`src/rtl/pipe_pkg.sv`:
```
// rtl/pipe_pkg.sv - shared occupancy states, bubble default and per-boundary widths
package pipe_pkg;

  typedef enum logic [1:0] {
    EMPTY = 2'd0,
    ONE   = 2'd1,
    TWO   = 2'd2
  } pipe_state_e;

  // The bubble must decode as "no register write, no memory write" downstream.
  localparam int PIPE_CTRL_BUBBLE = 0;

  localparam int PIPE_CNT_W = 16;

  localparam int EXMEM_DATA_W     = 101;
  localparam int EXMEM_CTRL_IN_W  = 10;
  localparam int EXMEM_CTRL_LSB   = 6;
  localparam int EXMEM_CTRL_OUT_W = 4;

endpackage

```
`src/rtl/pipe_skid_buf.sv`:
```
// rtl/pipe_skid_buf.sv - occupancy state machine and second-entry register for the skid build
// Only instantiated when PIPE_SKID_EN is defined; in_ready comes from a flop.
module pipe_skid_buf
  import pipe_pkg::*;
#(
  parameter int W = EXMEM_DATA_W + EXMEM_CTRL_OUT_W
) (
  input  logic         clk,
  input  logic         nrst,
  input  logic         flush,
  input  logic         in_valid,
  input  logic [W-1:0] in_word,
  input  logic         out_ready,
  output logic         in_ready,
  output logic         take_in,
  output logic         take_skid,
  output logic         drain,
  output logic [W-1:0] skid_word
);

  pipe_state_e  state;
  logic         rdy_q;
  logic [W-1:0] skid_q;
  logic         accept;
  logic         consume;

  assign in_ready  = rdy_q && !flush;
  assign accept    = in_valid && in_ready;
  assign consume   = (state != EMPTY) && out_ready;
  assign skid_word = skid_q;

  // Tells the top-level main register what to load this cycle.
  always_comb begin
    take_in   = 1'b0;
    take_skid = 1'b0;
    drain     = 1'b0;
    if (!flush) begin
      case (state)
        EMPTY: take_in = accept;
        ONE: begin
          take_in = accept && consume;
          drain   = consume && !accept;
        end
        TWO:     take_skid = consume;
        default: take_in   = 1'b0;
      endcase
    end
  end

  always_ff @(posedge clk or negedge nrst) begin
    if (!nrst) begin
      state  <= EMPTY;
      rdy_q  <= 1'b1;
      skid_q <= '0;
    end else if (flush) begin
      state  <= EMPTY;
      rdy_q  <= 1'b1;
      skid_q <= '0;
    end else begin
      case (state)
        EMPTY: begin
          if (accept) state <= ONE;
        end
        ONE: begin
          if (accept && !consume) begin
            state  <= TWO;
            skid_q <= in_word;
            rdy_q  <= 1'b0;
          end else if (consume && !accept) begin
            state <= EMPTY;
          end
        end
        TWO: begin
          if (consume) begin
            state <= ONE;
            rdy_q <= 1'b1;
          end
        end
        default: begin
          state <= EMPTY;
          rdy_q <= 1'b1;
        end
      endcase
    end
  end

endmodule

```
`src/rtl/pipe_stage_reg.sv`:
```
// rtl/pipe_stage_reg.sv - valid/ready pipeline stage register with flush, control slicing, stall counter
// Define PIPE_SKID_EN for the two-entry skid buffer; otherwise a single register stage.
module pipe_stage_reg
  import pipe_pkg::*;
#(
  parameter int DATA_W     = EXMEM_DATA_W,
  parameter int CTRL_IN_W  = EXMEM_CTRL_IN_W,
  parameter int CTRL_LSB   = EXMEM_CTRL_LSB,
  parameter int CTRL_OUT_W = EXMEM_CTRL_OUT_W,
  parameter logic [CTRL_OUT_W-1:0] CTRL_BUBBLE = CTRL_OUT_W'(PIPE_CTRL_BUBBLE),
  parameter int CNT_W      = PIPE_CNT_W
) (
  input  logic                  clk,
  input  logic                  nrst,
  input  logic                  flush,
  input  logic                  in_valid,
  output logic                  in_ready,
  input  logic [DATA_W-1:0]     in_data,
  input  logic [CTRL_IN_W-1:0]  in_ctrl,
  output logic                  out_valid,
  input  logic                  out_ready,
  output logic [DATA_W-1:0]     out_data,
  output logic [CTRL_OUT_W-1:0] out_ctrl,
  output logic [CNT_W-1:0]      stall_cnt
);

  localparam int WORD_W = DATA_W + CTRL_OUT_W;
  localparam logic [CNT_W-1:0] CNT_MAX = '1;
  localparam logic [CNT_W-1:0] CNT_ONE = CNT_W'(1);

  logic [CTRL_OUT_W-1:0] ctrl_slice;
  logic [WORD_W-1:0]     in_word;
  logic [WORD_W-1:0]     skid_word;
  logic                  take_in;
  logic                  take_skid;
  logic                  drain;
  logic                  valid_q;
  logic [DATA_W-1:0]     data_q;
  logic [CTRL_OUT_W-1:0] ctrl_q;
  logic [CNT_W-1:0]      cnt_q;
  logic                  unused_ctrl;

  // Only the downstream stage's slice of the control bundle is ever stored.
  assign ctrl_slice  = in_ctrl[CTRL_LSB +: CTRL_OUT_W];
  assign unused_ctrl = ^in_ctrl;
  assign in_word     = {ctrl_slice, in_data};

`ifdef PIPE_SKID_EN
  pipe_skid_buf #(
    .W (WORD_W)
  ) u_skid (
    .clk       (clk),
    .nrst      (nrst),
    .flush     (flush),
    .in_valid  (in_valid),
    .in_word   (in_word),
    .out_ready (out_ready),
    .in_ready  (in_ready),
    .take_in   (take_in),
    .take_skid (take_skid),
    .drain     (drain),
    .skid_word (skid_word)
  );
`else
  // Accept into an empty stage or into one being emptied this cycle.
  assign in_ready  = (!valid_q || out_ready) && !flush;
  assign take_in   = in_valid && in_ready;
  assign take_skid = 1'b0;
  assign drain     = valid_q && out_ready && !take_in;
  assign skid_word = '0;
`endif

  always_ff @(posedge clk or negedge nrst) begin
    if (!nrst) begin
      valid_q <= 1'b0;
      data_q  <= '0;
      ctrl_q  <= CTRL_BUBBLE;
    end else if (flush) begin
      valid_q <= 1'b0;
      data_q  <= '0;
      ctrl_q  <= CTRL_BUBBLE;
    end else if (take_in) begin
      valid_q <= 1'b1;
      data_q  <= in_data;
      ctrl_q  <= ctrl_slice;
    end else if (take_skid) begin
      valid_q          <= 1'b1;
      {ctrl_q, data_q} <= skid_word;
    end else if (drain) begin
      valid_q <= 1'b0;
    end
  end

  // Counts back-pressure cycles only; a flush must not hide earlier stalls.
  always_ff @(posedge clk or negedge nrst) begin
    if (!nrst) begin
      cnt_q <= '0;
    end else if (valid_q && !out_ready && (cnt_q != CNT_MAX)) begin
      cnt_q <= cnt_q + CNT_ONE;
    end
  end

  assign out_valid = valid_q;
  assign out_data  = data_q;
  assign out_ctrl  = valid_q ? ctrl_q : CTRL_BUBBLE;
  assign stall_cnt = cnt_q;

endmodule

```
`config.mk`:
```
export PLATFORM = sky130hd
export DESIGN_NAME = pipe_stage_reg
export DESIGN_NICKNAME = d
export VERILOG_FILES = /design/src/rtl/pipe_pkg.sv /design/src/rtl/pipe_skid_buf.sv /design/src/rtl/pipe_stage_reg.sv
export SDC_FILE = /design/constraint.sdc
export NUM_CORES = 1
export LEC_CHECK = 0
export ABC_AREA = 1
export BUFFER_PORTS_ARGS = -buffer_cell sky130_fd_sc_hd__buf_2
export CORE_MARGIN = 3
export CORE_UTILIZATION = 45
export CTS_BUF_LIST = sky130_fd_sc_hd__clkbuf_4
export DETAILED_ROUTE_END_ITERATION = 10
export PLACE_DENSITY = 0.77
export SYNTH_ARGS = -nofsm -noshare
export SYNTH_HDL_FRONTEND = slang
export SYNTH_SLANG_ARGS = --single-unit
```
`constraint.sdc`:
```
create_clock -name clk -period 5.1 [get_ports clk]
set_clock_uncertainty 0.2 [all_clocks]
set_input_delay 0.765 -clock clk [delete_from_list [all_inputs] [get_ports clk]]
set_output_delay 0.765 -clock clk [all_outputs]
set_load 0.01 [all_outputs]
```
==> results.sh, run 1 <==
export IMPL_netlist_top_cells_area="dfrtp_1, nand3_1, nand2_1, nand3_2, nor2_1"
export IMPL_die_area_mm2=0.0135
export IMPL_crit_type="reg -> out"
export IMPL_die_w_um=116
export IMPL_max_slew_worst_pin_slew_ns=1.04
export IMPL_final_antenna_net_count=0
export IMPL_place_area_mm2=0.00658
export IMPL_slowest_delay_ns=0.79
export IMPL_finalInstanceArea_mm2=0.00688
export IMPL_yosysUniqueCellTypes=24
export IMPL_routed_wl_mm=14.8
export IMPL_drv_cap=0
export IMPL_fin_crit_sh_pct=65.9
export IMPL_grt_pass1_wl_mm=22.6
export IMPL_syn_area_per_cell_um2=8.72
export IMPL_first_global_vias=4611
export IMPL_fill_cells=1072
export IMPL_htree_levels=4
export IMPL_vias=5094
export IMPL_switching_share_pct=28.5
export IMPL_fin_ws_ns=1.74
export IMPL_cp_start_kind="flop"
export IMPL_start_util_pct=46.9
export IMPL_nNetsFinal=952
export IMPL_cts_num_sinks=122
export IMPL_worstPathMaxFanout=77
export IMPL_max_slew_margin_rel_pct=30.7
export IMPL_ys_flop_type="dfrtp_1"
export IMPL_hold_viol=0
export IMPL_clock_latency_ns=0.53
export IMPL_cts_root_buf="clkbuf_4"
export IMPL_grt_antenna_before_repair=0
export IMPL_vias_per_cell=5.15
export IMPL_num_rows=39
export IMPL_core_mm2=0.0116
export IMPL_p_clk_share_pct=33.1
export IMPL_status="finished clean"
export IMPL_rsz0062_at_grt="no"
export IMPL_antenna_cells=0
export IMPL_worstSetupEndpointType="primary output"
export IMPL_power_frac_comb_pct=16.6
export IMPL_drc=0
export IMPL_drive_above_1_share_pct=33.1
export IMPL_synth_most_common_cell="nand3_1"
export IMPL_worstHoldPathType="in -> async"
export IMPL_setup_tns_ns=0
export IMPL_ir_worst_vdd_v=0.000174
export IMPL_grt_total_usage_pct=21.4
export IMPL_max_freq_mhz=297
export IMPL_post_drt_wl_per_cell_um=15.0
export IMPL_die_h_um=116
export IMPL_gp_congestion=0.830
export IMPL_crit_required_ns=4.14
export IMPL_cp_buffers_inverters=3
export IMPL_pwr_share_seq_pct=50.3
export IMPL_synthCells=625
export IMPL_place_ws_ns=1.80
export IMPL_cts_path_max_buffers=2
export IMPL_worstPathArrival_ns=2.40
export IMPL_finalPower_mw=2.20
export IMPL_timing_hold_ws_ns=0.103
export IMPL_clkSlewWorstSetupHoldPaths_ns=0.10
export IMPL_period_needed_ns=3.36
export IMPL_synth_async_reset_ratio_pct=100
export IMPL_cts_hold_buf=0
export IMPL_crit_slowest_cell="nor2_8"
export IMPL_port_buffers=232
export IMPL_grt_ovfl_total=0
export IMPL_switching_power_mw=0.627
export IMPL_synth_common_cells="nand3_1, nand2_1, dfrtp_1"
export IMPL_synth_top_area_cell="dfrtp_1"
export IMPL_post_cts_buffers=0
export IMPL_synth_top_cell_area_share_pct=56.0
export IMPL_ys_ff_latch=122
export IMPL_setup_viol=0
export IMPL_leakagePower_nw=4.04
export IMPL_slew_violations=0
export IMPL_ctsResizeCount=0
export IMPL_synth_edff_count=0
export IMPL_netlist_area_mm2=0.00545
export IMPL_yosysWarnings=0
export IMPL_drtIter0Drc=443
export IMPL_yosysSeqAreaShare_pct=56.0
export IMPL_power_density_mw_per_mm2=319
export IMPL_dp_hpwl_mm=9.75
export IMPL_crit_family="simple AND/OR/NAND/NOR gates"
export IMPL_dr_pass1_iters=5
export IMPL_syn_num_nets=742
export IMPL_syn2layout_area_growth_pct=26.3
export IMPL_crit_chain="inv_2 > or2_4 > clkinv_2 > nor2_8 > buf_2"
export IMPL_p_int_mw=1.57
export IMPL_grt_max_degree=106
export IMPL_ios=239
export IMPL_cts_tree="done"
export IMPL_cts_buffers=17
==> power groups by stage <==
stage	clock network, mW	registers (mW)	logic [mW]
6_report	0.727	1.11	0.364
3_5_place_dp	0	1.12	0.371
2_1_floorplan	0	1.15	0.159
5_1_grt	0.799	1.12	0.406
4_1_cts	0.748	1.11	0.371
3_3_place_gp	0	1.12	0.364
==> layer usage <==
metal	GRT usage, %	vias to the layer above	routed length [um]
met1	27.0	2392	6170
met3	8.09	16	1150
li1	-	2489	-
met4	6.73	0	183
met2	34.4	197	7310
met5	0	-	0
==> sequential cells by signal, summed over array words and instances, names as in the netlist <==
| register | count |
|---|---|
| out_valid | 1 |
| out_data | 101 |
| stall_cnt | 16 |
| ctrl_q | 4 |
==> area by class of cell <==
cell class | count | area [um2] | area share (%)
sequential | 122 | 3050 | 44.4
multi-input combinational | 438 | 2070 | 30.1
timing repair buffer | 237 | 1200 | 17.5
tap | 143 | 179 | 2.60
clock inverter | 12 | 155 | 2.25
clock buffer | 19 | 143 | 2.07
inverter | 19 | 73.8 | 1.07
==> final timing paths <==
| kind | from | slack, ns | depth (start not counted) | to |
|---|---|---|---|---|
| max | out_valid$_DFFE_PN0P_ | 1.74 | 5 | in_ready |
| max in group asynchronous | nrst | 3.59 | 2 | out_data[27]$_DFFE_PN0P_ |
| min in group clk | in_data[55] | 0.25 | 3 | out_data[55]$_DFFE_PN0P_ |
| min | nrst | 0.10 | 1 | out_data[92]$_DFFE_PN0P_ |
| max reg2reg | out_valid$_DFFE_PN0P_ | 2.09 | 7 | out_data[61]$_DFFE_PN0P_ |
| min reg2reg | out_data[75]$_DFFE_PN0P_ | 0.30 | 2 | out_data[75]$_DFFE_PN0P_ |
==> through the flow <==
stage,utilization [%],cells
finish,59.2,990
detailed placement,56.7,959
global route,59.2,990
CTS,59.2,990
global placement,56.7,959
floorplan,-,625
==> placed cells by master, fill, tap and decap left out, types with 3 or more instances in the layout <==
cell       synthesis  final
dfrtp_1          122    122
buf_2             14    230
nand2_1          178    178
nor2_1            20     20
inv_1             15     15
bufinv_16          0      4
clkbuf_4           0     19
buf_4              0      7
clkinv_1           1      6
nand3_2           10     10
xor2_1             4      4
o21ai_0            5      5
nand3_1          208    208
clkinv_2           1      3
nand4_1            5      5
==> logic make-up after synthesis <==
family	after synthesis	synth area share, %
fa+ha+maj	1	0.230
flops	122	56.0
simple gates	426	36.4
compound gates	5	0.459
xor+xnor	6	0.964
buf+inv	65	5.92
No activity file was read; power rests on OpenSTA's default activity.
==> run 2, diff against run 1 <==
Clock period 5.1 ns to 3.3 ns, I/O delays scaled along.
==> run 2 against run 1 <==
  * Non-clock buffer count up 107
  * Cell count up 11%
  * Global-route usage is 4.8 points higher
  * Via count increased by 13%
  * Combinational power up 87%
  * Setup slack got worse by 1.0 ns
  * Clock power increased by 37%
  * Routed wire length grew 17%
  * Register-to-register slack worse by 1.2 ns
  * Flip-flop and latch count stayed put
==> results.sh, run 2 (synthesized netlist as in run 1, its figures left out) <==
export IMPL_crit_required_ns=2.60
export IMPL_post_drt_wl_per_cell_um=15.8
export IMPL_min_from="in_data[14]"
export IMPL_status="finished clean"
export IMPL_vias=5760
export IMPL_gp_congestion=0.831
export IMPL_dp_hpwl_mm=9.50
export IMPL_period_needed_ns=2.60
export IMPL_nNetsFinal=1059
export IMPL_grt_use_met1_pct=32.3
export IMPL_startpoint="out_valid$_DFFE_PN0P_"
export IMPL_die_area_mm2=0.0135
export IMPL_first_global_vias=5644
export IMPL_grt_busiest_layer="met2"
export IMPL_drtIter0Drc=595
export IMPL_grt_antenna_before_repair=0
export IMPL_worstPathArrival_ns=1.91
export IMPL_r2r_start="out_valid$_DFFE_PN0P_"
export IMPL_cts_tree="done"
export IMPL_drive_above_1_share_pct=29.8
export IMPL_max_slew_margin_rel_pct=34.6
export IMPL_rsz0062_at_grt="no"
export IMPL_ctsResizeCount=0
export IMPL_port_buffers=232
export IMPL_cts_buffers=17
export IMPL_gr_usage_met2_pct=43.5
export IMPL_worstSetupEndpointType="primary output"
export IMPL_worstPathMaxFanout=27
export IMPL_power_density_mw_per_mm2=427
export IMPL_die_w_um=116
export IMPL_setup_tns_ns=0
export IMPL_dp_cells=960
export IMPL_fin_ws_ns=0.695
export IMPL_cts_path_max_buffers=2
export IMPL_num_rows=39
export IMPL_fin_crit_sh_pct=78.9
export IMPL_cts_num_sinks=122
export IMPL_grt_ovfl_total=0
export IMPL_htree_levels=4
export IMPL_worstHoldPathType="in -> reg"
export IMPL_clkSlewWorstSetupHoldPaths_ns=0.10
export IMPL_max_freq_mhz=384
export IMPL_finalNonFillerCells=1098
export IMPL_use_met3_pct=7.47
export IMPL_drc=0
export IMPL_largest_reg_flops=101
export IMPL_syn2layout_area_growth_pct=45.6
export IMPL_routed_wl_mm=17.3
export IMPL_crit_slowest_cell="dfrtp_1"
export IMPL_post_route_util_pct=68.3
export IMPL_dr_pass1_iters=5
export IMPL_rrSetupSlack_ns=0.94
export IMPL_grt_pass1_wl_mm=27.9
export IMPL_final_common_cell="buf_2"
export IMPL_final_cell_mix="buf_2, nand3_1, nand2_1, dfrtp_1, dlygate4sd3_1"
export IMPL_clock_latency_ns=0.52
export IMPL_crit_chain="inv_2 > or2_4 > clkinv_2 > nor2_8 > buf_2"
export IMPL_multi_input_area_mm2=0.00207
export IMPL_ir_worst_vdd_v=0.000302
export IMPL_hold_viol=0
export IMPL_ff2ff_path_depth=7
export IMPL_vias_per_cell=5.25
export IMPL_drv_cap=0
export IMPL_setup_viol=0
export IMPL_crit_type="reg -> out"
export IMPL_fill_cells=895
export IMPL_crit_family="simple AND/OR/NAND/NOR gates"
export IMPL_max_slew_worst_pin_slew_ns=0.981
export IMPL_start_util_pct=46.9
export IMPL_finalInstanceArea_mm2=0.00793
export IMPL_place_area_mm2=0.00662
export IMPL_crit_cells=5
export IMPL_grt_max_degree=106
export IMPL_slew_violations=0
export IMPL_core_mm2=0.0116
export IMPL_ios=239
export IMPL_cp_buffers_inverters=3
export IMPL_place_ws_ns=0.933
export IMPL_final_antenna_net_count=0
export IMPL_cts_root_buf="clkbuf_4"
export IMPL_slowest_delay_ns=0.46
export IMPL_leakagePower_nw=4.48
export IMPL_cp_start_kind="flop"
export IMPL_seqCellArea_mm2=0.00305
export IMPL_grt_total_usage_pct=26.3
export IMPL_die_h_um=116
export IMPL_whs_path_depth=3
[run 2: tightest hold or removal path, stage by stage]
cell and delay, ns:
buf_2 0.08, nand3_1 0.10, nand2_1 0.08
[run 2: report_power, final]
part | internal, mW | switching [mW]
registers | 1.61 | 0.0984
logic | 0.303 | 0.379
clock network | 0.458 | 0.537
total | 2.37 | 1.01
[run 2: routing by layer]
layer | routed length, um | share of wire (%)
met5 | 0 | 0
met4 | 447 | 2.6
met3 | 1180 | 6.8
met2 | 8880 | 51
met1 | 6840 | 39
[run 2: cell type report]
type                    instances  share of cell area (%)
diodes                          1                  0.0315
clock buffers                  20                    1.89
clock inverters                11                    1.32
inverters                      19                   0.930
multi-input cells             438                    26.1
flip-flops and latches        122                    38.5
well taps                     143                    2.26
repair buffers                344                    29.0
[run 2: path summary, 6_finish.rpt]
| kind | endpoint |
|---|---|
| max | in_ready |
| min | out_data[14]$_DFFE_PN0P_ |
| max reg2reg | out_data[57]$_DFFE_PN0P_ |
| min reg2reg | out_data[75]$_DFFE_PN0P_ |
| max in group asynchronous | stall_cnt[11]$_DFFE_PN0P_ |
| min in group asynchronous | out_data[94]$_DFFE_PN0P_ |
[run 2: timing repair]
item,in CTS,in global routing
hold endpoints to repair,135,0
setup buffers,0,0
hold buffers,106,0
[run 2: metrics by stage]
step,total power [mW],hold slack (ns)
6_report,3.39,0.0655
5_1_grt,3.58,0.0135
4_1_cts,3.40,0.00934
3_5_place_dp,2.31,0.266
3_3_place_gp,2.30,0.267
2_1_floorplan,2.03,-0.000591
